<file path="config.mk">
export PLATFORM = sky130hd
export DESIGN_NAME = fetch_unit_flat
export DESIGN_NICKNAME = d
export VERILOG_FILES = /design/src/rtl/core_pkg.sv /design/src/rtl/fetch_unit_if.sv /design/src/rtl/pc_next.sv /design/src/rtl/fetch_unit.sv /design/src/flat_wrapper.sv
export SDC_FILE = /design/constraint.sdc
export NUM_CORES = 1
export LEC_CHECK = 0
export ABC_AREA = 1
export CAP_MARGIN = 15
export CORE_ASPECT_RATIO = 1.75
export CORE_UTILIZATION = 38
export DETAILED_ROUTE_END_ITERATION = 7
export PLACE_DENSITY = 0.74
export SYNTH_ARGS = -nofsm -noshare
export SYNTH_HDL_FRONTEND = slang
export SYNTH_SLANG_ARGS = --single-unit
</file>
<file path="constraint.sdc">
create_clock -name i_clk -period 7.3 [get_ports i_clk]
set_clock_uncertainty 0.05 [all_clocks]
set_input_delay 1.46 -clock i_clk [delete_from_list [all_inputs] [get_ports i_clk]]
set_output_delay 1.46 -clock i_clk [all_outputs]
set_load 0.02 [all_outputs]
</file>
<file path="src/rtl/core_pkg.sv">
// Shared fetch-stage types: FSM state encoding, bubble instruction and IF/ID register layout.
package core_pkg;

    typedef enum logic [1:0] {
        BOOT = 2'd0,
        RUN  = 2'd1,
        HALT = 2'd2
    } fetch_state_e;

    localparam logic [31:0] NOP_INSTR = 32'h0000_0013;

    typedef struct packed {
        logic [31:0] pc;
        logic [31:0] instr;
        logic        valid;
    } if_id_t;

endpackage

</file>
<file path="src/rtl/fetch_unit_if.sv">
// Bundle between the fetch stage and its surroundings: pipeline control, instruction memory and IF/ID outputs.
interface fetch_unit_if;

    logic        i_stall;
    logic        i_flush;
    logic        i_redirect;
    logic [31:0] i_redirect_pc;
    logic [31:0] o_pc;
    logic [31:0] i_instr;
    logic [31:0] o_id_pc;
    logic [31:0] o_id_instr;
    logic        o_id_valid;
    logic        o_fault;
    logic [31:0] o_fault_pc;
    logic [31:0] o_fetch_cnt;

    modport master (
        input  i_stall, i_flush, i_redirect, i_redirect_pc, i_instr,
        output o_pc, o_id_pc, o_id_instr, o_id_valid, o_fault, o_fault_pc, o_fetch_cnt
    );

    modport slave (
        output i_stall, i_flush, i_redirect, i_redirect_pc, i_instr,
        input  o_pc, o_id_pc, o_id_instr, o_id_valid, o_fault, o_fault_pc, o_fetch_cnt
    );

endinterface

</file>
<file path="src/rtl/pc_next.sv">
// Candidate next PC (redirect target or sequential) plus misalignment / out-of-range fault detection.
module pc_next #(
    parameter int unsigned IMEM_WORDS = 256
) (
    input  logic [31:0] pc_i,
    input  logic        redirect_i,
    input  logic [31:0] redirect_pc_i,
    output logic [31:0] cand_o,
    output logic        fault_o
);

    localparam logic [31:0] PC_LIMIT = 32'(4 * IMEM_WORDS);

    // A sequential wrap past 32'hFFFF_FFFC can never be reached: the limit check fires long before.
    always_comb begin
        cand_o  = redirect_i ? redirect_pc_i : pc_i + 32'd4;
        fault_o = (cand_o[1:0] != 2'b00) || (cand_o >= PC_LIMIT);
    end

endmodule

</file>
<file path="src/rtl/fetch_unit.sv">
// RV32I instruction-fetch stage: PC register, BOOT/RUN/HALT control, IF/ID register and delivery counter.
module fetch_unit
    import core_pkg::*;
#(
    parameter logic [31:0] RESET_PC   = 32'h0000_0000,
    parameter int unsigned IMEM_WORDS = 256
) (
    input  logic         i_clk,
    input  logic         i_rst_n,
    fetch_unit_if.master bus
);

    fetch_state_e state_q, state_d;
    logic [31:0]  pc_q, pc_d;
    if_id_t       ifId_q, ifId_d;
    logic         fault_q, fault_d;
    logic [31:0]  faultPc_q, faultPc_d;
    logic [31:0]  fetchCnt_q, fetchCnt_d;
    logic [31:0]  candPc;
    logic         candFault;

    pc_next #(
        .IMEM_WORDS (IMEM_WORDS)
    ) u_pc_next (
        .pc_i          (pc_q),
        .redirect_i    (bus.i_redirect),
        .redirect_pc_i (bus.i_redirect_pc),
        .cand_o        (candPc),
        .fault_o       (candFault)
    );

    always_ff @(posedge i_clk or negedge i_rst_n) begin
        if (!i_rst_n) begin
            state_q    <= BOOT;
            pc_q       <= RESET_PC;
            ifId_q     <= '{pc: 32'd0, instr: NOP_INSTR, valid: 1'b0};
            fault_q    <= 1'b0;
            faultPc_q  <= 32'd0;
            fetchCnt_q <= 32'd0;
        end else begin
            state_q    <= state_d;
            pc_q       <= pc_d;
            ifId_q     <= ifId_d;
            fault_q    <= fault_d;
            faultPc_q  <= faultPc_d;
            fetchCnt_q <= fetchCnt_d;
        end
    end

    // Fault beats redirect beats stall; flush only affects IF/ID, so flush+stall bubbles while the PC holds.
    always_comb begin
        state_d    = state_q;
        pc_d       = pc_q;
        ifId_d     = ifId_q;
        fault_d    = fault_q;
        faultPc_d  = faultPc_q;
        fetchCnt_d = fetchCnt_q;

        case (state_q)
            BOOT: begin
                state_d = RUN;
            end
            RUN: begin
                if (candFault) begin
                    state_d   = HALT;
                    fault_d   = 1'b1;
                    faultPc_d = candPc;
                    ifId_d    = '{pc: pc_q, instr: NOP_INSTR, valid: 1'b0};
                end else begin
                    if (bus.i_redirect || bus.i_flush) begin
                        ifId_d = '{pc: pc_q, instr: NOP_INSTR, valid: 1'b0};
                    end else if (!bus.i_stall) begin
                        ifId_d     = '{pc: pc_q, instr: bus.i_instr, valid: 1'b1};
                        fetchCnt_d = fetchCnt_q + 32'd1;
                    end
                    if (bus.i_redirect || !bus.i_stall) begin
                        pc_d = candPc;
                    end
                end
            end
            HALT: begin
                state_d = HALT;
            end
            default: begin
                state_d = HALT;
            end
        endcase
    end

    assign bus.o_pc        = pc_q;
    assign bus.o_id_pc     = ifId_q.pc;
    assign bus.o_id_instr  = ifId_q.instr;
    assign bus.o_id_valid  = ifId_q.valid;
    assign bus.o_fault     = fault_q;
    assign bus.o_fault_pc  = faultPc_q;
    assign bus.o_fetch_cnt = fetchCnt_q;

endmodule

</file>
<file path="src/flat_wrapper.sv">
// flat-port wrapper written by rule: the top's interface ports become plain ports
module fetch_unit_flat import core_pkg::*;
#(
    parameter logic [31:0] RESET_PC   = 32'h0000_0000,
    parameter int unsigned IMEM_WORDS = 256
)
  (i_clk, i_rst_n, bus_i_stall, bus_i_flush, bus_i_redirect, bus_i_redirect_pc, bus_i_instr, bus_o_pc, bus_o_id_pc, bus_o_id_instr, bus_o_id_valid, bus_o_fault, bus_o_fault_pc, bus_o_fetch_cnt);
  fetch_unit_if bus_i ();
  input  logic i_clk;
  input  logic i_rst_n;
  input wire logic [$bits(bus_i.i_stall)-1:0] bus_i_stall;
  input wire logic [$bits(bus_i.i_flush)-1:0] bus_i_flush;
  input wire logic [$bits(bus_i.i_redirect)-1:0] bus_i_redirect;
  input wire logic [$bits(bus_i.i_redirect_pc)-1:0] bus_i_redirect_pc;
  input wire logic [$bits(bus_i.i_instr)-1:0] bus_i_instr;
  output wire logic [$bits(bus_i.o_pc)-1:0] bus_o_pc;
  output wire logic [$bits(bus_i.o_id_pc)-1:0] bus_o_id_pc;
  output wire logic [$bits(bus_i.o_id_instr)-1:0] bus_o_id_instr;
  output wire logic [$bits(bus_i.o_id_valid)-1:0] bus_o_id_valid;
  output wire logic [$bits(bus_i.o_fault)-1:0] bus_o_fault;
  output wire logic [$bits(bus_i.o_fault_pc)-1:0] bus_o_fault_pc;
  output wire logic [$bits(bus_i.o_fetch_cnt)-1:0] bus_o_fetch_cnt;
  assign bus_i.i_stall = bus_i_stall;
  assign bus_i.i_flush = bus_i_flush;
  assign bus_i.i_redirect = bus_i_redirect;
  assign bus_i.i_redirect_pc = bus_i_redirect_pc;
  assign bus_i.i_instr = bus_i_instr;
  assign bus_o_pc = bus_i.o_pc;
  assign bus_o_id_pc = bus_i.o_id_pc;
  assign bus_o_id_instr = bus_i.o_id_instr;
  assign bus_o_id_valid = bus_i.o_id_valid;
  assign bus_o_fault = bus_i.o_fault;
  assign bus_o_fault_pc = bus_i.o_fault_pc;
  assign bus_o_fetch_cnt = bus_i.o_fetch_cnt;
  fetch_unit #(.RESET_PC(RESET_PC), .IMEM_WORDS(IMEM_WORDS)) u_core (.i_clk(i_clk), .i_rst_n(i_rst_n), .bus(bus_i));
endmodule
</file>
==> metrics.yaml <==
clock_network:
  clk_path_buf_depth: 2
  cts_setup_buffers: 0
  root_buffer: "clkbuf_16"
  cts-buffers-inserted: 17
  clkTransAtPathRegs_ps: 60
  hold_buffers: 0
  ctsHtreeMaxLevel: 4
  cts_tree: "yes"
  cts_resized: 0
  clock_latency_ps: 430
  clock_sinks: 164
sta:
  fmax_ghz: 0.204
  finalCritPeriodShare_pct: 67.1
  min_period_ps: 4900
  grt_setup_unrepaired: "no"
  tightest_slew_ps: 1020
  setup_tns_ps: 0
  slew_headroom_pct: 31.6
  slew_violations: 0
  setup_viol: 0
  finalHoldViolations: 0
global_routing:
  grt_pass1_wl_mm: 43.2
  grt_max_degree: 97
  overflow: 0
  antenna_found_initial: 0
  gr-usage-all-layers_pct: 24.9
  grt_pass1_vias: 8099
floorplanning:
  fp.dieArea_um2: 23000
  die_h_um: 200
  core_um2: 22100
  start_util_pct: 38.5
  die_x_um: 115
  std_cell_rows: 72
  io_pins: 231
setup_path:
  r2r_end: "u_core.bus.o_fetch_cnt[27]"
  critPathMaxFanout: 33
  cp_slowest_stage_delay_ps: 650
  slowest_stage: "inv_1"
  cp-startpoint: "bus_i_redirect"
  path_class: "in2reg"
  cp.arrival_ps: 5160
  crit_top_cell: "nand2_1"
  r2r_setup_slack_ps: 3730
  r2r_cells: 17
  cp-end-kind: "flop"
  critPathRequiredTime_ps: 7570
  reg2reg_from: "u_core.bus.o_pc[2]"
  startpoint_type: "input port"
  path_cells: "clkdlybuf4s50_1 > buf_4 > inv_1 > buf_4 > nand2_1 > o21ai_0 > nand2_1 > nor2_1 > nand2_1 > nor2_1 > nand2_1 > nor2_1 > nand3_1 > nor2_8 > nand3_4 > nand2_1 > nand2_1"
synthesis:
  ys_ff_latch: 164
  syn-cell-area_um2: 8510
  syn_nets: 1172
  synth_edf_count: 0
  synthAdderAreaFrac_pct: 0.294
  synthCells: 1101
  synthMuxAreaShare_pct: 0.588
  syn_area_per_cell_um2: 7.73
  yosysUniqueCellTypes: 35
  async_flop_share_pct: 100
  yosys_most_used_dff: "dfrtp_1"
  synth-compound-area-share_pct: 4.65
  synth_top_family_by_area: "simple AND/OR/NAND/NOR gates"
  synthSimpleGateAreaFrac_pct: 36.1
  yosys_warnings: 0
  synth_xor_area_share_pct: 3.40
  yosysSeqAreaShare_pct: 48.3
layout:
  nFillCells: 2087
  final_nets: 1378
  final_cell_mix: "415 x nand2_1, 229 x clkdlybuf4s50_1, 161 x dfrtp_1, 82 x nand3_1, 72 x nand4_1"
  diodes: 0
  final_common_cell: "nand2_1"
  area_delta_synth_final_pct: 36.7
  final_layout_size_suffix_gt1_share_pct: 6.29
  instances_no_fill: 1616
placed_design:
  dp.cells: 1584
  io_buffer_count: 230
  gp_congestion: 0.921
  hpwl_mm: 20.4
status:
  outcome: "finished clean"
run:
  cap_violations: 0
drt:
  post_drt_wl_per_cell_um: 17.3
  post-route-drc-count: 0
  drt_wl_total_mm: 27.9
  first_pass_iters: 7
  viasPerCell: 5.09
  via_count: 8230
  final_antenna_net_count: 0
  drt_iter0_drc: 440
pwr:
  vdd_drop_max_uv: 107
  p_per_area_nw_per_um2: 175
  leakagePower_uw: 0.00570
worst_hold_path:
  holdPathEnd: "u_core.state_q[0]"
  hold_path_class: "reg2reg"
  hold_start: "u_core.state_q[1]"
  min_path_cells: 1
## metrics by stage
| stage | utilization, % | cell area [um2] | hold WS, ps | power [uW] | setup slack (ps) |
|---|---|---|---|---|---|
| floorplan | - | 8510 | 362 | 981 | 4010 |
| global placement | 49.8 | 11000 | 378 | 1070 | 2030 |
| detailed placement | 49.8 | 11000 | 385 | 1070 | 1950 |
| CTS | 52.7 | 11600 | 394 | 2050 | 2390 |
| global route | 52.7 | 11600 | 420 | 2090 | 1990 |
| finish | 52.7 | 11600 | 389 | 2030 | 2400 |
## sequential cells by signal (all words and copies together), names as in the netlist
name / flops
u_core.bus.o_id_valid: 1
u_core.bus.o_id_pc: 32
u_core.bus.o_fetch_cnt: 32
u_core.state_q: 2
u_core.bus.o_fault_pc: 32
u_core.bus.o_fault: 1
u_core.bus.o_pc: 32
u_core.bus.o_id_instr: 32
## synth_stat cells (4+ instances only)
| master | n | area, um2 |
|---|---|---|
| a21oi_1 | 27 | 135 |
| buf_1 | 4 | 15.0 |
| buf_2 | 12 | 60.1 |
| buf_4 | 9 | 67.6 |
| buf_6 | 5 | 56.3 |
| clkbuf_1 | 21 | 78.8 |
| dfrtp_1 | 161 | 4030 |
| inv_1 | 67 | 251 |
| inv_2 | 6 | 22.5 |
| mux2i_1 | 5 | 50.1 |
| nand2_1 | 415 | 1560 |
| nand3_1 | 82 | 410 |
| nand4_1 | 72 | 450 |
| nor2_1 | 73 | 274 |
| nor2_4 | 5 | 56.3 |
| nor3_1 | 15 | 75.1 |
| nor4_1 | 4 | 25.0 |
| o21ai_0 | 34 | 170 |
| o21ai_1 | 18 | 90.1 |
| or2_2 | 12 | 75.1 |
| xnor2_1 | 11 | 96.3 |
| xor2_1 | 22 | 193 |
## cell families (layout without fill, tap and decap cells)
kind of cell / Yosys count / count (layout)
buf+inv: 125 / 344
fa+ha+maj: 2 / 2
xor+xnor: 33 / 33
flops: 164 / 164
compound gates: 79 / 79
mux: 5 / 5
simple gates: 693 / 693
## power by group
part	internal, uW	total [uW]	leakage [uW]	switching [uW]
clock network	600	980	0.000304	380
registers	918	925	0.00192	6.77
logic	59.5	128	0.00347	68.2
## layer usage
metal / up-vias / share of wire (%) / global-route usage, %
met5: - / 0 / 0
li1: 3984 / - / -
met1: 3863 / 35 / 25.6
met2: 292 / 54 / 46.1
met4: 0 / 6.1 / 15.8
met3: 91 / 4.5 / 4.38
## worst max-delay path: cells and delay by family
kind / cells / cell delay [ps]
buffers and inverters: 4 / 1640
and+or+nand+nor: 12 / 1930
AOI/OAI and AO/OA: 1 / 100
## cell type report
class	instances	area (um2)	area share [%]
Timing Repair Buffer	239	2380	20.5
Sequential cell	164	4110	35.3
Clock inverter	12	178	1.53
Clock buffer	20	467	4.01
Multi-Input combinational cell	812	3850	33.1
Inverter	73	274	2.36
Tap cell	296	370	3.18
## worst max path at each step
stage               slack, ps  cells after the start                          to
finish                   2400                     17  u_core.bus.o_fetch_cnt[27]
global route             1990                     15   u_core.bus.o_fault_pc[12]
CTS                      2390                     17   u_core.bus.o_fetch_cnt[1]
detailed placement       1950                     17   u_core.bus.o_fetch_cnt[1]
global placement         2030                     17   u_core.bus.o_fetch_cnt[9]
floorplan                4010                     15   u_core.bus.o_fetch_cnt[6]
(Power assumes the default switching activity.)
